**src/rtl/boot_pkg.sv**
```systemverilog
// boot_pkg: state encoding and default widths shared by the boot sequencer slice
package boot_pkg;
    localparam int DATA_W_DEF   = 32;
    localparam int ADDR_W_DEF   = 8;
    localparam int CNT_W_DEF    = 16;
    localparam int RST_HOLD_DEF = 2;

    typedef enum logic [2:0] {
        IDLE  = 3'd0,
        LOAD  = 3'd1,
        RESET = 3'd2,
        RUN   = 3'd3,
        DONE  = 3'd4
    } state_t;
endpackage

```
**src/rtl/boot_sequencer_if.sv**
```systemverilog
// boot_sequencer_if: instruction stream in, instruction memory write port out
interface boot_sequencer_if #(
    parameter int DATA_W = 32,
    parameter int ADDR_W = 8
);
    logic              s_valid;
    logic [DATA_W-1:0] s_data;
    logic              s_ready;
    logic              imem_we;
    logic [ADDR_W-1:0] imem_addr;
    logic [DATA_W-1:0] imem_wdata;

    modport master (
        output s_valid, s_data,
        input  s_ready, imem_we, imem_addr, imem_wdata
    );

    modport slave (
        input  s_valid, s_data,
        output s_ready, imem_we, imem_addr, imem_wdata
    );
endinterface

```
**src/rtl/sat_counter.sv**
```systemverilog
// sat_counter: up counter with sync clear and enable, sticks at all-ones
module sat_counter #(
    parameter int W = 16
) (
    input  logic         clk,
    input  logic         rst,
    input  logic         clr,
    input  logic         en,
    output logic [W-1:0] count
);
    always_ff @(posedge clk) begin
        if (!rst || clr)
            count <= '0;
        else if (en && !(&count))
            count <= count + W'(1);
    end
endmodule

```
**src/rtl/boot_sequencer.sv**
```systemverilog
// boot_sequencer: loads instruction memory from a stream, then sequences core reset/enable
module boot_sequencer
    import boot_pkg::*;
#(
    parameter int DATA_W   = DATA_W_DEF,
    parameter int ADDR_W   = ADDR_W_DEF,
    parameter int CNT_W    = CNT_W_DEF,
    parameter int RST_HOLD = RST_HOLD_DEF
) (
    input  logic             clk,
    input  logic             rst,
    boot_sequencer_if.slave  bus,
    input  logic             start,
    input  logic [ADDR_W:0]  load_len,
    input  logic [CNT_W-1:0] run_limit,
    input  logic             halt_req,
    output logic             core_rst_n,
    output logic             core_en,
    output logic             busy,
    output logic             done,
    output logic             aborted,
    output logic [CNT_W-1:0] cycle_count
);
    localparam int HW = $clog2(RST_HOLD + 1);

    state_t            state, nxt;
    logic [ADDR_W:0]   len_q, wcnt;
    logic [CNT_W-1:0]  lim_q;
    logic [HW-1:0]     hold_cnt;
    logic              released;
    logic              hs, last_word, hold_end, run_end, begin_seq;

    assign hs        = bus.s_valid && bus.s_ready;
    assign last_word = wcnt == len_q - (ADDR_W+1)'(1);
    assign hold_end  = hold_cnt == HW'(RST_HOLD - 1);
    assign run_end   = lim_q != '0 && cycle_count == lim_q - CNT_W'(1);
    assign begin_seq = state == IDLE && start;

    always_ff @(posedge clk) begin
        if (!rst)
            state <= IDLE;
        else
            state <= nxt;
    end

    always_comb begin
        nxt = state;
        case (state)
            IDLE:    nxt = start ? (load_len != '0 ? LOAD : RESET) : IDLE;
            LOAD:    nxt = halt_req ? DONE : (hs && last_word) ? RESET : LOAD;
            RESET:   nxt = halt_req ? DONE : hold_end ? RUN : RESET;
            RUN:     nxt = (halt_req || run_end) ? DONE : RUN;
            DONE:    nxt = IDLE;
            default: nxt = IDLE;
        endcase
    end

    // After a completed sequence the core stays out of reset so its state can be read back
    assign bus.s_ready = state == LOAD;
    assign core_en     = state == RUN;
    assign busy        = state != IDLE;
    assign done        = state == DONE;
    assign core_rst_n  = state == RUN || state == DONE || (state == IDLE && released);

    always_ff @(posedge clk) begin
        if (!rst) begin
            bus.imem_we    <= 1'b0;
            bus.imem_addr  <= '0;
            bus.imem_wdata <= '0;
            len_q          <= '0;
            lim_q          <= '0;
            wcnt           <= '0;
            hold_cnt       <= '0;
            aborted        <= 1'b0;
            released       <= 1'b0;
        end else begin
            bus.imem_we <= hs;
            if (hs) begin
                bus.imem_addr  <= wcnt[ADDR_W-1:0];
                bus.imem_wdata <= bus.s_data;
                wcnt           <= wcnt + (ADDR_W+1)'(1);
            end
            hold_cnt <= state == RESET ? hold_cnt + HW'(1) : '0;
            if (begin_seq) begin
                len_q    <= load_len;
                lim_q    <= run_limit;
                wcnt     <= '0;
                aborted  <= 1'b0;
                released <= 1'b0;
            end
            if ((state == LOAD || state == RESET) && halt_req)
                aborted <= 1'b1;
            if (state == DONE)
                released <= 1'b1;
        end
    end

    sat_counter #(.W(CNT_W)) u_cycles (
        .clk   (clk),
        .rst   (rst),
        .clr   (begin_seq),
        .en    (state == RUN),
        .count (cycle_count)
    );
endmodule

```
**src/flat_wrapper.sv**
```systemverilog
// flat-port wrapper written by rule: the top's interface ports become plain ports
module boot_sequencer_flat import boot_pkg::*;
#(
    parameter int DATA_W   = DATA_W_DEF,
    parameter int ADDR_W   = ADDR_W_DEF,
    parameter int CNT_W    = CNT_W_DEF,
    parameter int RST_HOLD = RST_HOLD_DEF
)
  (clk, rst, start, load_len, run_limit, halt_req, core_rst_n, core_en, busy, done, aborted, cycle_count, bus_s_valid, bus_s_data, bus_s_ready, bus_imem_we, bus_imem_addr, bus_imem_wdata);
  boot_sequencer_if #(.DATA_W(DATA_W), .ADDR_W(ADDR_W)) bus_i ();
  input  logic clk;
  input  logic rst;
  input  logic start;
  input  logic [ADDR_W:0] load_len;
  input  logic [CNT_W-1:0] run_limit;
  input  logic halt_req;
  output logic core_rst_n;
  output logic core_en;
  output logic busy;
  output logic done;
  output logic aborted;
  output logic [CNT_W-1:0] cycle_count;
  input wire logic [$bits(bus_i.s_valid)-1:0] bus_s_valid;
  input wire logic [$bits(bus_i.s_data)-1:0] bus_s_data;
  output wire logic [$bits(bus_i.s_ready)-1:0] bus_s_ready;
  output wire logic [$bits(bus_i.imem_we)-1:0] bus_imem_we;
  output wire logic [$bits(bus_i.imem_addr)-1:0] bus_imem_addr;
  output wire logic [$bits(bus_i.imem_wdata)-1:0] bus_imem_wdata;
  assign bus_i.s_valid = bus_s_valid;
  assign bus_i.s_data = bus_s_data;
  assign bus_s_ready = bus_i.s_ready;
  assign bus_imem_we = bus_i.imem_we;
  assign bus_imem_addr = bus_i.imem_addr;
  assign bus_imem_wdata = bus_i.imem_wdata;
  boot_sequencer #(.DATA_W(DATA_W), .ADDR_W(ADDR_W), .CNT_W(CNT_W), .RST_HOLD(RST_HOLD)) u_core (.clk(clk), .rst(rst), .bus(bus_i), .start(start), .load_len(load_len), .run_limit(run_limit), .halt_req(halt_req), .core_rst_n(core_rst_n), .core_en(core_en), .busy(busy), .done(done), .aborted(aborted), .cycle_count(cycle_count));
endmodule
```
**config.mk**
```make
export PLATFORM = sky130hd
export DESIGN_NAME = boot_sequencer_flat
export DESIGN_NICKNAME = d
export VERILOG_FILES = /design/src/rtl/boot_pkg.sv /design/src/rtl/boot_sequencer_if.sv /design/src/rtl/sat_counter.sv /design/src/rtl/boot_sequencer.sv /design/src/flat_wrapper.sv
export SDC_FILE = /design/constraint.sdc
export NUM_CORES = 1
export LEC_CHECK = 0
export ABC_AREA = 1
export CORE_MARGIN = 4
export CORE_UTILIZATION = 50
export CTS_CLUSTER_DIAMETER = 200
export CTS_CLUSTER_SIZE = 25
export DETAILED_ROUTE_END_ITERATION = 8
export PLACE_DENSITY = 0.88
export REMOVE_ABC_BUFFERS = 1
export SYNTH_ARGS = -nofsm -noshare
export SYNTH_HDL_FRONTEND = slang
export SYNTH_HIERARCHICAL = 1
export SYNTH_SLANG_ARGS = --single-unit
```
**constraint.sdc**
```tcl
create_clock -name clk -period 3.2 [get_ports clk]
set_input_delay 0.48 -clock clk [delete_from_list [all_inputs] [get_ports clk]]
set_output_delay 0.48 -clock clk [all_outputs]
set_load 0.05 [all_outputs]
```
* Yosys cells after proc, flatten, opt, wreduce, memory -nomap -nowiden
Index checks and enable logic that the tools add are counted.
Word-level totals: word-level logic and storage cells 58, flip-flop bits (word level) 98
Operators by class: reductions and logical operators 23, bitwise gates (word level) 1, equal/unequal tests 7, mux-type cells 11, add/sub/neg operators 5
Operators by type and width (count):
- 16-bit by 1-bit adder with 16-bit output, second input constant | 1
- 16-bit equality test | 1
- 16-bit AND reduction | 1
- 16-bit nonzero test | 1
- 16-bit by 1-bit subtractor with 16-bit output, second input constant | 1
- 3-bit two-way mux | 4
- 3-bit one-hot mux with 4 select lines | 1
- 9-bit by 1-bit adder with 9-bit output, second input constant | 1
- 9-bit equality test | 1
- 9-bit nonzero test | 1
- 9-bit by 1-bit subtractor with 9-bit output, second input constant | 1
- 1-bit logical AND | 7
- 3-bit by 2-bit equality test with 1-bit output, second input constant | 2
- 1-bit logical OR | 5
- 1-bit two-way mux | 4
- 2-bit two-way mux | 2
- 2-bit nonzero test | 2
- 3-bit by 1-bit equality test with 1-bit output, second input constant | 1
- 3-bit equality test, second input constant | 1
- 3-bit logical NOT | 1
- 3-bit nonzero test | 1
- 2-bit by 1-bit adder with 2-bit output, second input constant | 1
- 2-bit by 1-bit equality test with 1-bit output, second input constant | 1
- 1-bit logical NOT | 2
- other kinds (3) | 3

* Logic depth before layout (Yosys ltp)
Gate-level depths: netlist of the first run.
depth in word-level cells 6, depth in mapped cells 15, mapped depth without buffers 15

* Modules after synthesis
The synthesis of the first run kept the hierarchy.
Modules (own cells, without submodules):
- boot_sequencer | sequential area each 1641.6 µm², area each 3975.1 µm², instances 1, cells each 593
- sat_counter | sequential area each 320.3 µm², area each 993.5 µm², instances 1, cells each 156

* Worst setup path after synthesis of the first run
OpenSTA, ideal clock, no wires.
path type reg2out, from register u_core.state[1], to output port core_rst_n, slack 0.144 ns, arrival time 2.576 ns, path buffers 0, data required time 2.720 ns, cell stages (with the launch flop) 5, path through dfxtp_1 > inv_1 > nor3_1 > inv_1 > o211ai_1
On the way: cells in the longest elaborated chain, start to end 3
Ends and longest elaborated chain:
- start: declaration | line boot_sequencer.sv:26 | state_t state, nxt;
- start signal: assignment | line boot_sequencer.sv:43 | state <= nxt;
- 3-bit by 2-bit equality test with 1-bit output
- named net core_en | line flat_wrapper.sv:18 | output logic core_en;
- 1-bit logical OR (2 in series) | line boot_sequencer.sv:63 | assign core_rst_n = state == RUN || state == DONE || (state == IDLE && released);
- end: declaration | line flat_wrapper.sv:17 | output logic core_rst_n;
The timed path passes the listed nets, and every way through them passes these cells.

* Worst setup path after layout of the first run
from register u_core.state[1], to output port core_en
On the way: cells in the longest elaborated chain, start to end 1
Ends and longest elaborated chain:
- 3-bit by 2-bit equality test with 1-bit output | line boot_sequencer.sv:60 | assign core_en = state == RUN;
- end: declaration | line flat_wrapper.sv:18
Every way passes these cells.

==> results of run 1 <==
-- layout make-up --
class | instances | area, µm²
clock buffers | 9 | 123.9
clock inverters | 7 | 61.31
fillers | 873 | 3219
inverters | 85 | 319.1
multi-input cells | 543 | 2586
flip-flops and latches | 98 | 1962
well taps | 133 | 166.4
repair buffers | 131 | 1291
-- how the worst max path moves through the flow --
stage                               start                                     end  slack [ns]  cells past startpoint
6_report       u_core/state[1]$_SDFF_PN0_                                 core_en        0.41                      3
5_1_grt        u_core/state[1]$_SDFF_PN0_                                 core_en        0.29                      3
4_1_cts        u_core/state[1]$_SDFF_PN0_                                 core_en        0.38                      3
3_5_place_dp   u_core/state[1]$_SDFF_PN0_                                 core_en        0.82                      3
3_3_place_gp   u_core/state[1]$_SDFF_PN0_                                 core_en        0.85                      3
2_1_floorplan  u_core/state[1]$_SDFF_PN0_  u_core/u_cycles/count[13]$_SDFFE_PP0P_        0.14                      9
-- cell usage in the layout, fill, tap and decap left out, types with 3 or more instances in the layout --
cell	count
clkbuf_8	9
nand4_1	7
nor2_1	93
nand3b_1	7
nand3_1	33
inv_1	81
dfxtp_1	98
nor3_1	12
clkinv_4	3
ha_1	6
buf_4	8
xor2_1	9
a21oi_1	86
clkdlybuf4s50_1	123
inv_2	3
o21ai_0	34
xnor2_1	6
nand3_2	4
nand2_1	223
-- cell families after synthesis --
kind of cell | count (synthesis)
AO/OA/AOI/OAI | 127
XOR/XNOR | 15
adder cells (fa/ha/maj) | 6
buffers and inverters | 108
flip-flops | 98
AND/OR/NAND/NOR | 395
-- power by group --
part	internal [mW]	switching, mW
logic	0.222	0.339
clock network	0.296	0.462
registers	1.27	0.0367
total	1.79	0.838
-- layer usage --
layer	vias to the layer above	share of wire, %	global-route usage (%)
met4	0	2.2	8.206
met2	154	47	37.79
li1	2609	-	-
met3	21	8.7	8.098
met5	-	0	0
met1	2205	42	26.87
-- worst max-delay path, cell delays in order (launching register included) --
cell             delay, ns
dfxtp_1               0.43
inv_1                 0.09
nor3_1                0.50
clkdlybuf4s50_1       0.92
-- state kept, by name, indices dropped and copies added, names as in the netlist --
register and cells:
u_core/lim_q 16, u_core/aborted 1, u_core/len_q 9, u_core/hold_cnt 2, u_core/u_cycles/count 16, u_core/bus.imem_we 1
u_core/state 3, u_core/bus.imem_addr 8, u_core/wcnt 9, u_core/bus.imem_wdata 32, u_core/released 1
-- through the flow --
| step | worst slack [ns] | utilization, % |
|---|---|---|
| floorplan | 0.1404 | - |
| global placement | 0.8483 | 65.01 |
| detailed placement | 0.8193 | 65.01 |
| CTS | 0.3763 | 66.91 |
| global route | 0.2895 | 66.91 |
| finish | 0.4132 | 66.91 |
==> results.sh, run 1 <==
export IMPL_synthCells=749
export IMPL_cp_end_kind="output port"
export IMPL_h_tree_depth=3
export IMPL_hold_path_class="reg -> reg"
export IMPL_start_kind="register"
export IMPL_synth_compound_area_share_pct=13.17
export IMPL_seq_area_frac_synth_pct=39.49
export IMPL_io_buffers=124
export IMPL_design_core_area_mm2=0.009729
export IMPL_leakage_nw=2.655
export IMPL_synth_top_cells_by_count="nand2_1 (223), dfxtp_1 (98), nor2_1 (93), a21oi_1 (86), inv_1 (81)"
export IMPL_grt_overflow_total=0
export IMPL_clkTransAtPathRegs_ns=0.10
export IMPL_vdd_drop_max_uv=230.8
export IMPL_cts_made_buffers=9
export IMPL_yosysMostFrequentCell="nand2_1"
export IMPL_r2r_setup_slack_ns=1.04
export IMPL_min_from="u_core/hold_cnt[0]$_SDFF_PN0_"
export IMPL_totalWireLength_mm=12.86
export IMPL_viasPerCell=4.959
export IMPL_routabilityCongestion=0.9516
export IMPL_syn_mean_instance_area_um2=6.634
export IMPL_io_pins=125
export IMPL_hold_path_endpoint="u_core/hold_cnt[0]$_SDFF_PN0_"
export IMPL_vias=4989
export IMPL_drtIter0Drc=282
export IMPL_area_delta_synth_final_pct=31.02
export IMPL_die_area_mm2=0.01160
export IMPL_row_count=36
export IMPL_critPathMaxFanout=4
export IMPL_grt_max_degree=48
export IMPL_first_pass_iters=5
export IMPL_antenna_cells=0
export IMPL_critPathKind="reg -> out"
export IMPL_cts_root_buf="clkbuf_8"
export IMPL_synth_flop_cell="dfxtp_1"
export IMPL_antenna_found_initial=0
export IMPL_syn_area_mm2=0.004969
export IMPL_finalNetCount=936
export IMPL_ant_nets=0
export IMPL_die_y_um=107.7
export IMPL_track_usage_pct=22.69
export IMPL_cts_setup_buffers=0
export IMPL_reg2regPathDepth=10
export IMPL_critPathArrivalTime_ns=2.31
export IMPL_synth_warnings=6
export IMPL_first_global_vias=4627
export IMPL_drc=0
export IMPL_drv_cap=0
export IMPL_final_max_slew_viol_count=0
export IMPL_cts_tree="yes"
export IMPL_synth_simple_area_share_pct=34.73
export IMPL_wire_per_inst_um=12.78
export IMPL_hpwl_mm=9.638
export IMPL_hold_path_depth=1
export IMPL_synth_cell_types=36
export IMPL_timing_fmax_mhz=358.8
export IMPL_cts_buffer_depth=2
export IMPL_rsz0062_at_grt="no"
export IMPL_layout_drive_gt1_share_pct=5.155
export IMPL_worstReg2RegEnd="u_core/u_cycles/count[9]$_SDFFE_PP0P_"
export IMPL_relSlewSlack_pct=60.52
export IMPL_r2r_start="u_core/state[1]$_SDFF_PN0_"
export IMPL_finalHoldViolations=0
export IMPL_dp_cells=990
export IMPL_period_share_pct=87.09
export IMPL_synth_area_leaders="dfxtp_1 (39%), nand2_1 (17%), a21oi_1 (8.7%)"
export IMPL_power_density_mw_per_mm2=403.0
export IMPL_clock_sinks=98
export IMPL_netlist_area_leader_share_pct=39.49
export IMPL_fin_area_mm2=0.006510
export IMPL_synth_fa_ha_area_share_pct=1.511
export IMPL_synth_xor_area_share_pct=2.644
export IMPL_fin_skew_ns=0.01144
export IMPL_muxShareOfSynthArea_pct=0
export IMPL_holdWs_ns=0.4417
export IMPL_crit_required_ns=2.72
export IMPL_setup_tns_ns=0
export IMPL_yosysTopAreaCell="dfxtp_1"
export IMPL_final_cells=1006
export IMPL_fin_crit_ns=2.787
export IMPL_grt_pass1_wl_mm=21.29
export IMPL_synth_edf_count=0
export IMPL_tightest_slew_ns=0.5876
export IMPL_hold_buffers=0
export IMPL_synth_top_family_by_area="simple AND/OR/NAND/NOR gates"
export IMPL_synth_async_reset_ratio_pct=0
export IMPL_ctsResizeCount=0
export IMPL_clk_latency_ns=0.37
export IMPL_post_dp_cell_area_mm2=0.006325
export IMPL_start_util_pct=51.07
export IMPL_total_power_mw=2.624
export IMPL_outcome="finished clean"
export IMPL_finalSetupViolCount=0
export IMPL_die_x_um=107.7
export IMPL_ys_ff_latch=98
No activity file was read; power rests on OpenSTA's default activity.
==> run 2: changes to the inputs <==
--- a/config.mk
+++ b/config.mk
@@ -6,7 +6,7 @@
 export NUM_CORES = 1
 export LEC_CHECK = 0
 export ABC_AREA = 1
-export CORE_MARGIN = 4
+export CORE_MARGIN = 2
 export CORE_UTILIZATION = 50
 export CTS_CLUSTER_DIAMETER = 200
 export CTS_CLUSTER_SIZE = 25
==> constraint.sdc (replaced) <==
create_clock -name clk -period 3 [get_ports clk]
set_input_delay 0.45 -clock clk [delete_from_list [all_inputs] [get_ports clk]]
set_output_delay 0.45 -clock clk [all_outputs]
set_load 0.05 [all_outputs]
==> run 2 against run 1 <==
Compared with the run above: critical path depth is the same; combinational power rose by 8.0%; clock-buffer cell count rose by 1; final area up 0.75%; sequential power grew 7%; clock skew fell by 0.0022 ns; power rose by 11%; routed wire length grew 0.12%; first-iteration DRC count down 24%; sequential cell count unchanged; worst setup slack improved by 0.12 ns; register-to-register slack about the same.
==> results.sh, run 2 (synthesis results as in run 1) <==
export IMPL_outcome="finished clean"
export IMPL_clkTransAtPathRegs_ns=0.10
export IMPL_hpwl_mm=9.616
export IMPL_critPathKind="reg -> out"
export IMPL_cts_root_buf="clkbuf_8"
export IMPL_area_delta_synth_final_pct=32.01
export IMPL_cp_end_kind="output port"
export IMPL_relSlewSlack_pct=54.19
export IMPL_setup_tns_ns=0
export IMPL_die_area_mm2=0.01075
export IMPL_die_y_um=103.7
export IMPL_regMostFlops="u_core/bus.imem_wdata"
export IMPL_hold_path_class="reg -> reg"
export IMPL_vias=5086
export IMPL_drc=0
export IMPL_design_core_area_mm2=0.009729
export IMPL_leakage_nw=2.676
export IMPL_holdWs_ns=0.4593
export IMPL_seqPwrFrac_pct=47.9
export IMPL_largest_register_ffs=32
export IMPL_io_pins=125
export IMPL_start_util_pct=51.07
export IMPL_die_x_um=103.7
export IMPL_finalHoldViolations=0
export IMPL_rsz0062_at_grt="no"
export IMPL_power_density_mw_per_mm2=443.3
export IMPL_viasPerCell=5.046
export IMPL_cts_made_buffers=9
export IMPL_period_share_pct=82.33
export IMPL_power_frac_clock_pct=31.3
export IMPL_grt_max_degree=47
export IMPL_mostFrequentLayoutCell="nand2_1"
export IMPL_final_max_slew_viol_count=0
export IMPL_reg2regPathDepth=12
export IMPL_totalWireLength_mm=12.88
export IMPL_fin_crit_ns=2.470
export IMPL_layout_common_cells="nand2_1 (223), clkdlybuf4s50_1 (122), dfxtp_1 (98)"
export IMPL_vdd_drop_max_uv=265.8
export IMPL_regArea_mm2=0.001962
export IMPL_p_sw_mw=0.8988
export IMPL_ctsResizeCount=0
export IMPL_critPathArrivalTime_ns=2.02
export IMPL_reg_largest_list="u_core/bus.imem_wdata x32, u_core/lim_q x16, u_core/u_cycles/count x16"
export IMPL_drv_cap=0
export IMPL_crit_required_ns=2.55
export IMPL_finalNetCount=938
export IMPL_wire_per_inst_um=12.77
export IMPL_total_power_mw=2.908
export IMPL_routabilityCongestion=0.9178
export IMPL_tightest_slew_ns=0.6864
export IMPL_first_pass_iters=4
export IMPL_first_global_vias=4889
export IMPL_combPwrFrac_pct=20.8
export IMPL_drtIter0Drc=214
export IMPL_antenna_found_initial=0
export IMPL_fillers=860
export IMPL_cts_buffer_depth=2
export IMPL_row_count=36
export IMPL_multi_input_area_mm2=0.002586
export IMPL_fin_skew_ns=0.009264
export IMPL_clk_latency_ns=0.37
export IMPL_power_internal_mw=2.009
export IMPL_clock_sinks=98
export IMPL_critPathMaxFanout=5
export IMPL_h_tree_depth=3
export IMPL_setup_ws_ns=0.5300
export IMPL_io_buffers=124
export IMPL_antenna_cells=0
export IMPL_layout_drive_gt1_share_pct=5.486
export IMPL_start_kind="register"
export IMPL_hold_buffers=0
export IMPL_timing_fmax_mhz=404.9
export IMPL_hold_path_depth=1
export IMPL_cts_tree="yes"
export IMPL_cts_setup_buffers=0
export IMPL_grt_overflow_total=0
export IMPL_track_usage_pct=24.57
export IMPL_ant_nets=0
export IMPL_grt_pass1_wl_mm=21.88
export IMPL_preCtsSetupSlack_ns=0.8430
export IMPL_netSwitchingFraction_pct=30.91
export IMPL_finalSetupViolCount=0
-- run 2: cell types whose count changed in the layout (fill, tap and decap cells not counted), sizes merged --
cell           delta
clkinvlp          +1
clkdlybuf4s50     -1
buf               +3
clkbuf            +1
inv               +1
clkinv            -4
bufinv            +1
-- run 2: cell type report --
class / instances / share of cell area (%)
tap: 133 / 2.537
multi-input combinational: 543 / 39.43
timing repair buffer: 133 / 20.07
inverter: 85 / 4.865
sequential: 98 / 29.91
clock inverter: 6 / 1.087
clock buffer: 10 / 2.098
-- run 2: final timing paths --
check	start	slack (ns)	end
max	u_core/state[2]$_SDFF_PN0_	0.53	done
max reg2reg	u_core/lim_q[0]$_SDFFE_PN0P_	1.05	u_core/state[0]$_SDFF_PN0_
min reg2reg	u_core/hold_cnt[0]$_SDFF_PN0_	0.46	u_core/hold_cnt[0]$_SDFF_PN0_
min	u_core/hold_cnt[0]$_SDFF_PN0_	0.46	u_core/hold_cnt[0]$_SDFF_PN0_
-- run 2: critical path, cell delays in order, from the launching register on --
cell,delay (ns)
dfxtp_1,0.44
inv_1,0.09
nor3_1,0.24
clkdlybuf4s50_1,0.88
-- run 2: power by group through the flow --
stage / Clock (mW) / Combinational [mW] / Sequential (mW)
after global placement: 0 / 0.595 / 1.42
final: 0.910 / 0.606 / 1.39
after detailed placement: 0 / 0.603 / 1.42
after CTS: 0.929 / 0.607 / 1.39
after floorplan: 0 / 0.311 / 1.49
after global routing: 0.989 / 0.678 / 1.40
-- run 2: stage by stage --
step                area [µm²]  utilization, %  instances
CTS                       6559           67.41       1008
global placement          6350           65.26        992
finish                    6559           67.41       1008
floorplan                 4867               -        726
global route              6559           67.41       1008
detailed placement        6350           65.26        992
-- run 2: metal layers --
layer	share of wire (%)	wire length, µm	global-route usage [%]	vias up
met3	8.5	1092	8.496	17
met1	42	5349	28.07	2295
li1	-	-	-	2616
met4	1.6	201	8.687	0
met2	48	6232	42.67	158
met5	0	0	0	-
